## config.mk

```make
export PLATFORM = sky130hd
export DESIGN_NAME = life_engine_flat
export DESIGN_NICKNAME = d
export VERILOG_FILES = /design/src/rtl/life_engine_if.sv /design/src/rtl/life_engine.sv /design/src/flat_wrapper.sv
export SDC_FILE = /design/constraint.sdc
export NUM_CORES = 1
export LEC_CHECK = 0
export CAP_MARGIN = 30
export CORE_MARGIN = 2
export CORE_UTILIZATION = 40
export CTS_CLUSTER_SIZE = 30
export DETAILED_ROUTE_END_ITERATION = 10
export GPL_ROUTABILITY_DRIVEN = 0
export PLACE_DENSITY = 0.68
export RECOVER_POWER = 100
export SYNTH_ARGS = -nofsm -noshare
export SYNTH_HDL_FRONTEND = slang
export SYNTH_SLANG_ARGS = --single-unit
```

## constraint.sdc

```tcl
create_clock -name clk -period 7.2 [get_ports clk]
set_input_delay 1.08 -clock clk [delete_from_list [all_inputs] [get_ports clk]]
set_output_delay 1.08 -clock clk [all_outputs]
set_load 0.03 [all_outputs]
```

## src/rtl/life_engine_if.sv

```systemverilog
// rtl/life_engine_if.sv - seed/step/board signal bundle for life_engine
interface life_engine_if #(
   parameter int GEN_W = 8
);
   logic                   load;
   logic [7:0][7:0]        seed_in;
   logic                   run;
   logic                   step_tick;
   logic [7:0][7:0]        board_out;
   logic [GEN_W-1:0]       gen_count;
   logic                   busy;
   logic                   stable;
   logic                   extinct;

   modport master (
      output load, seed_in, run, step_tick,
      input  board_out, gen_count, busy, stable, extinct
   );

   modport slave (
      input  load, seed_in, run, step_tick,
      output board_out, gen_count, busy, stable, extinct
   );
endinterface

```

## src/rtl/life_engine.sv

```systemverilog
// rtl/life_engine.sv - 8x8 Conway generation engine, one row per clock into a shadow board
// Define LIFE_TORUS_EN for toroidal edges; default treats cells beyond the board as dead.
module life_engine #(
   parameter int GEN_W = 8
) (
   input  logic          clk,
   input  logic          reset,
   life_engine_if.slave  bus
);

   typedef enum logic [1:0] {IDLE, COMPUTE, COMMIT} state_t;

   state_t            state_q, state_d;
   logic [2:0]        row_q, row_d;
   logic [7:0][7:0]   board_q, board_d;
   logic [7:0][7:0]   shadow_q, shadow_d;
   logic [GEN_W-1:0]  gen_q, gen_d;
   logic              stable_q, stable_d;
   logic              extinct_q, extinct_d;

   logic [7:0]        up_row, cur_row, dn_row;

   // Row with one guard column on each side: bit 0 is column -1, bit 9 is column 8.
   function automatic logic [9:0] pad_row(input logic [7:0] r);
`ifdef LIFE_TORUS_EN
      return {r[0], r, r[7]};
`else
      return {1'b0, r, 1'b0};
`endif
   endfunction

   function automatic logic [7:0] next_row(input logic [7:0] up,
                                           input logic [7:0] cur,
                                           input logic [7:0] dn);
      logic [9:0] pu, pc, pd;
      logic [3:0] n;
      logic [7:0] res;
      pu  = pad_row(up);
      pc  = pad_row(cur);
      pd  = pad_row(dn);
      res = '0;
      for (int c = 0; c < 8; c++) begin
         n = 4'(pu[c]) + 4'(pu[c+1]) + 4'(pu[c+2])
           + 4'(pc[c])               + 4'(pc[c+2])
           + 4'(pd[c]) + 4'(pd[c+1]) + 4'(pd[c+2]);
         res[c] = (n == 4'd3) | (pc[c+1] & (n == 4'd2));
      end
      return res;
   endfunction

   always_comb begin
      cur_row = board_q[row_q];
`ifdef LIFE_TORUS_EN
      up_row  = board_q[row_q - 3'd1];
      dn_row  = board_q[row_q + 3'd1];
`else
      up_row  = (row_q == 3'd0) ? 8'h00 : board_q[row_q - 3'd1];
      dn_row  = (row_q == 3'd7) ? 8'h00 : board_q[row_q + 3'd1];
`endif
   end

   always_comb begin
      state_d   = state_q;
      row_d     = row_q;
      board_d   = board_q;
      shadow_d  = shadow_q;
      gen_d     = gen_q;
      stable_d  = stable_q;
      extinct_d = extinct_q;

      case (state_q)
         IDLE: begin
            if (bus.run && bus.step_tick) begin
               state_d = COMPUTE;
               row_d   = 3'd0;
            end
         end
         COMPUTE: begin
            shadow_d[row_q] = next_row(up_row, cur_row, dn_row);
            row_d           = row_q + 3'd1;
            if (row_q == 3'd7) begin
               state_d = COMMIT;
            end
         end
         COMMIT: begin
            board_d   = shadow_q;
            gen_d     = gen_q + 1'b1;
            stable_d  = (shadow_q == board_q);
            extinct_d = (shadow_q == '0);
            state_d   = IDLE;
         end
         default: begin
            state_d = IDLE;
         end
      endcase

      // A load aborts any generation in flight and beats a same-cycle commit or tick.
      if (bus.load) begin
         board_d   = bus.seed_in;
         gen_d     = '0;
         stable_d  = 1'b0;
         extinct_d = (bus.seed_in == '0);
         state_d   = IDLE;
         row_d     = 3'd0;
      end
   end

   always_ff @(posedge clk) begin
      if (reset) begin
         state_q   <= IDLE;
         row_q     <= 3'd0;
         board_q   <= '0;
         shadow_q  <= '0;
         gen_q     <= '0;
         stable_q  <= 1'b0;
         extinct_q <= 1'b1;
      end else begin
         state_q   <= state_d;
         row_q     <= row_d;
         board_q   <= board_d;
         shadow_q  <= shadow_d;
         gen_q     <= gen_d;
         stable_q  <= stable_d;
         extinct_q <= extinct_d;
      end
   end

   assign bus.board_out = board_q;
   assign bus.gen_count = gen_q;
   assign bus.busy      = (state_q != IDLE);
   assign bus.stable    = stable_q;
   assign bus.extinct   = extinct_q;

endmodule

```

## src/flat_wrapper.sv

```systemverilog
// flat-port wrapper written by rule: the top's interface ports become plain ports
module life_engine_flat 
#(
   parameter int GEN_W = 8
)
  (clk, reset, bus_load, bus_seed_in, bus_run, bus_step_tick, bus_board_out, bus_gen_count, bus_busy, bus_stable, bus_extinct);
  life_engine_if #(.GEN_W(GEN_W)) bus_i ();
  input  logic clk;
  input  logic reset;
  input wire logic [$bits(bus_i.load)-1:0] bus_load;
  input wire logic [$bits(bus_i.seed_in)-1:0] bus_seed_in;
  input wire logic [$bits(bus_i.run)-1:0] bus_run;
  input wire logic [$bits(bus_i.step_tick)-1:0] bus_step_tick;
  output wire logic [$bits(bus_i.board_out)-1:0] bus_board_out;
  output wire logic [$bits(bus_i.gen_count)-1:0] bus_gen_count;
  output wire logic [$bits(bus_i.busy)-1:0] bus_busy;
  output wire logic [$bits(bus_i.stable)-1:0] bus_stable;
  output wire logic [$bits(bus_i.extinct)-1:0] bus_extinct;
  assign bus_i.load = bus_load;
  assign bus_i.seed_in = bus_seed_in;
  assign bus_i.run = bus_run;
  assign bus_i.step_tick = bus_step_tick;
  assign bus_board_out = bus_i.board_out;
  assign bus_gen_count = bus_i.gen_count;
  assign bus_busy = bus_i.busy;
  assign bus_stable = bus_i.stable;
  assign bus_extinct = bus_i.extinct;
  life_engine #(.GEN_W(GEN_W)) u_core (.clk(clk), .reset(reset), .bus(bus_i));
endmodule
```

==> impl_metrics.toml <==
[run_status]
outcome = "complete, but fails checks"
violations = "max-capacitance violations, max-slew violations"

[critical_path]
r2r_setup_slack_ps = 780
cp.required_ps = 7490
reg2regPathDepth = 18
critPathLaunch = "u_core.row_q[1]"
critPathMaxFanout = 13
r2r-start = "u_core.row_q[1]"
cp-start-kind = "flip-flop"
worstPathArrival_ps = 6720
setup.worst_path.end_class = "flip-flop"
critical_path.endpoint = "u_core.shadow_q[27]"
regToRegEndpoint = "u_core.shadow_q[27]"
worstSetupPathType = "reg -> reg"

[synthesis]
synth_area_leaders = "dfxtp_1 30%, mux2i_1 12%, nor2_1 7.3%"
synth_fp_nets = 1221
synth.distinct_cells = 53
synthCells = 1098
avgSynthCellArea_um2 = 8.75
syn_area_mm2 = 0.00961
async_flop_share = 0
netlist.area_leader.share = 0.298
synth_top_area_cell = "dfxtp_1"
ys.warnings.count = 0
synth-seq-area-share = 0.298
synth_seq_cells = 143
yosys_most_used_dff = "dfxtp_1"
synth_edf_count = 0

[grt]
grt.overflow.total = 0
grt_pass1_wl_um = 52500
grt_max_degree = 108
antenna_found_initial = 0
grt_pass1_vias = 8630
grtUsageTotal = 0.270

[cells_and_area]
area_delta_synth_final_pct = 23.0
final_layout_size_suffix_gt1_frac = 0.0754
fillers = 2234
final_common_cell = "nor2_1"
multi_input_area_mm2 = 0.00618
antennaDiodeCount = 0
final_area_mm2 = 0.0118
layout_common_cells = "188 x nor2_1, 142 x dfxtp_1, 112 x mux2i_1"
ff_latch_area_mm2 = 0.00286
final_nets = 1330

[clock_tree]
cts_buffers = 17
cts_setup_buffers = 0
postCtsHoldBufs = 0
clk_path_buf_depth = 2
root_buffer = "clkbuf_16"
cts_tree = "built"
cts_sinks = 143
worstSkewPairLatency_ps = 430
path_clk_slew_ps = 70
cts_resized = 0
h-tree-depth = 4

[sta]
worstMarginPinSlew_ps = 4130
tns_ps = 0
max_freq_mhz = 156
rsz0062_at_grt = "false"
fin_worst_skew_ps = 10.8
drv_slew = 194
min_period_over_period = 0.892
hold_viol_final = 0
period_minus_slack_ps = 6420
setup_viol = 0
slew_headroom = -1.75

[floorplan]
die_w_um = 159
pin_count = 144
die_height_um = 159
core_area_mm2 = 0.0235
rows = 56
start_util = 0.408
die_area_mm2 = 0.0253

[pwr]
p_switching_w = 0.000625
peakVddDrop_mv = 0.167
p_clk_frac = 0.444
finalPower_w = 0.00218
power.density_mw_per_mm2 = 184
sw_frac_of_total = 0.287
p_seq_frac = 0.400
internal_power_w = 0.00155
p_leak_nw = 4.81
p_comb_frac = 0.156

[route]
routedWlPerCell_um = 22.5
drt-total-wl_um = 34600
via_count = 9113
drt_iter0_drc = 1120
drc_errors = 0
postRouteAntennaNets = 0
drt_first_pass_iters = 5
avgViaCountPerCell = 5.92

[hold_path]
hold_class = "reg -> reg"

[placed_design]
hpwl_um = 26200
place_area_mm2 = 0.0112
port-buffer-count = 143

[job]
drv_cap = 3
stage by stage:
stage | setup WS, ps | util | std cells | hold WS [ps]
2_1_floorplan | 1920 | - | 1098 | 470
3_3_place_gp | 1340 | 0.475 | 1502 | 470
3_5_place_dp | 1080 | 0.478 | 1507 | 489
4_1_cts | 1050 | 0.505 | 1539 | 500
5_1_grt | 404 | 0.502 | 1539 | 512
6_report | 775 | 0.502 | 1539 | 488
power groups by stage:
| stage | sequential (W) | combinational (W) | clock (W) |
|---|---|---|---|
| 2_1_floorplan | 0.000893 | 0.000172 | 0 |
| 3_3_place_gp | 0.000885 | 0.000340 | 0 |
| 3_5_place_dp | 0.000885 | 0.000344 | 0 |
| 4_1_cts | 0.000868 | 0.000348 | 0.000969 |
| 5_1_grt | 0.000870 | 0.000368 | 0.00100 |
| 6_report | 0.000871 | 0.000340 | 0.000968 |
synthesized netlist by cell type (all sizes together) (8+ instances only):
library cell,n
a211o,8
a21oi,103
buf,29
clkbuf,37
dfxtp,143
fa,28
ha,26
inv,63
mux2,12
mux2i,112
mux4,32
nand2,89
nand2b,12
nand4,17
nor2,189
nor2b,13
nor3,8
nor4,45
o21ai,21
xnor2,9
xor2,49
how the worst min path moves through the flow:
stage | start | end | slack (ps) | cells after the start
2_1_floorplan | u_core.shadow_q[26] | u_core.shadow_q[26] | 470 | 2
4_1_cts | u_core.bus.gen_count[7] | u_core.bus.gen_count[7] | 500 | 2
3_5_place_dp | u_core.bus.gen_count[7] | u_core.bus.gen_count[7] | 490 | 2
6_report | u_core.bus.gen_count[7] | u_core.bus.gen_count[7] | 490 | 2
3_3_place_gp | u_core.bus.gen_count[7] | u_core.bus.gen_count[7] | 470 | 2
5_1_grt | u_core.bus.gen_count[7] | u_core.bus.gen_count[7] | 510 | 2
logic make-up (layout without fill, tap and decap cells):
kind of cell / Yosys count / after routing / synth area share
simple gates: 397 / 397 / 0.189
buf+inv: 129 / 251 / 0.0581
fa+ha+maj: 54 / 54 / 0.0922
xor+xnor: 58 / 58 / 0.0529
flops: 143 / 143 / 0.298
compound gates: 161 / 161 / 0.0997
mux: 156 / 156 / 0.210
area by class of cell:
class	instances	area share
timing repair buffer	156	0.127
multi-input combinational	826	0.523
clock inverter	14	0.0172
tap	319	0.0338
clock buffer	18	0.0371
inverter	63	0.0200
sequential	143	0.242
per-layer routing:
metal | track usage | part of all wire | wire length, um
met3 | 0.0669 | 0.11 | 3750
met5 | 0 | 0 | 0
met4 | 0.148 | 0.062 | 2140
met2 | 0.404 | 0.42 | 14700
met1 | 0.359 | 0.41 | 14000
sequential cells by signal, indices dropped and copies added (netlist names):
register and cells:
u_core.bus.extinct 1, u_core.shadow_q 64, u_core.row_q 3, u_core.bus.stable 1, u_core.bus.gen_count 8, u_core.state_q 2
u_core.bus.board_out 64
critical path, cell delays in order, from the launching register on:
cell and delay (ps):
dfxtp_1 630, inv_1 360, ha_1 320, xnor2_2 460, buf_4 290, mux4_2 320
mux2i_1 150, nor2_1 130, ha_1 360, fa_1 500, fa_1 540, inv_1 50
fa_1 400, fa_1 400, nor2_1 110, nand3_1 110, a221oi_2 870, nand2_1 100
a21oi_1 190
No activity file was read; power rests on OpenSTA's default activity.
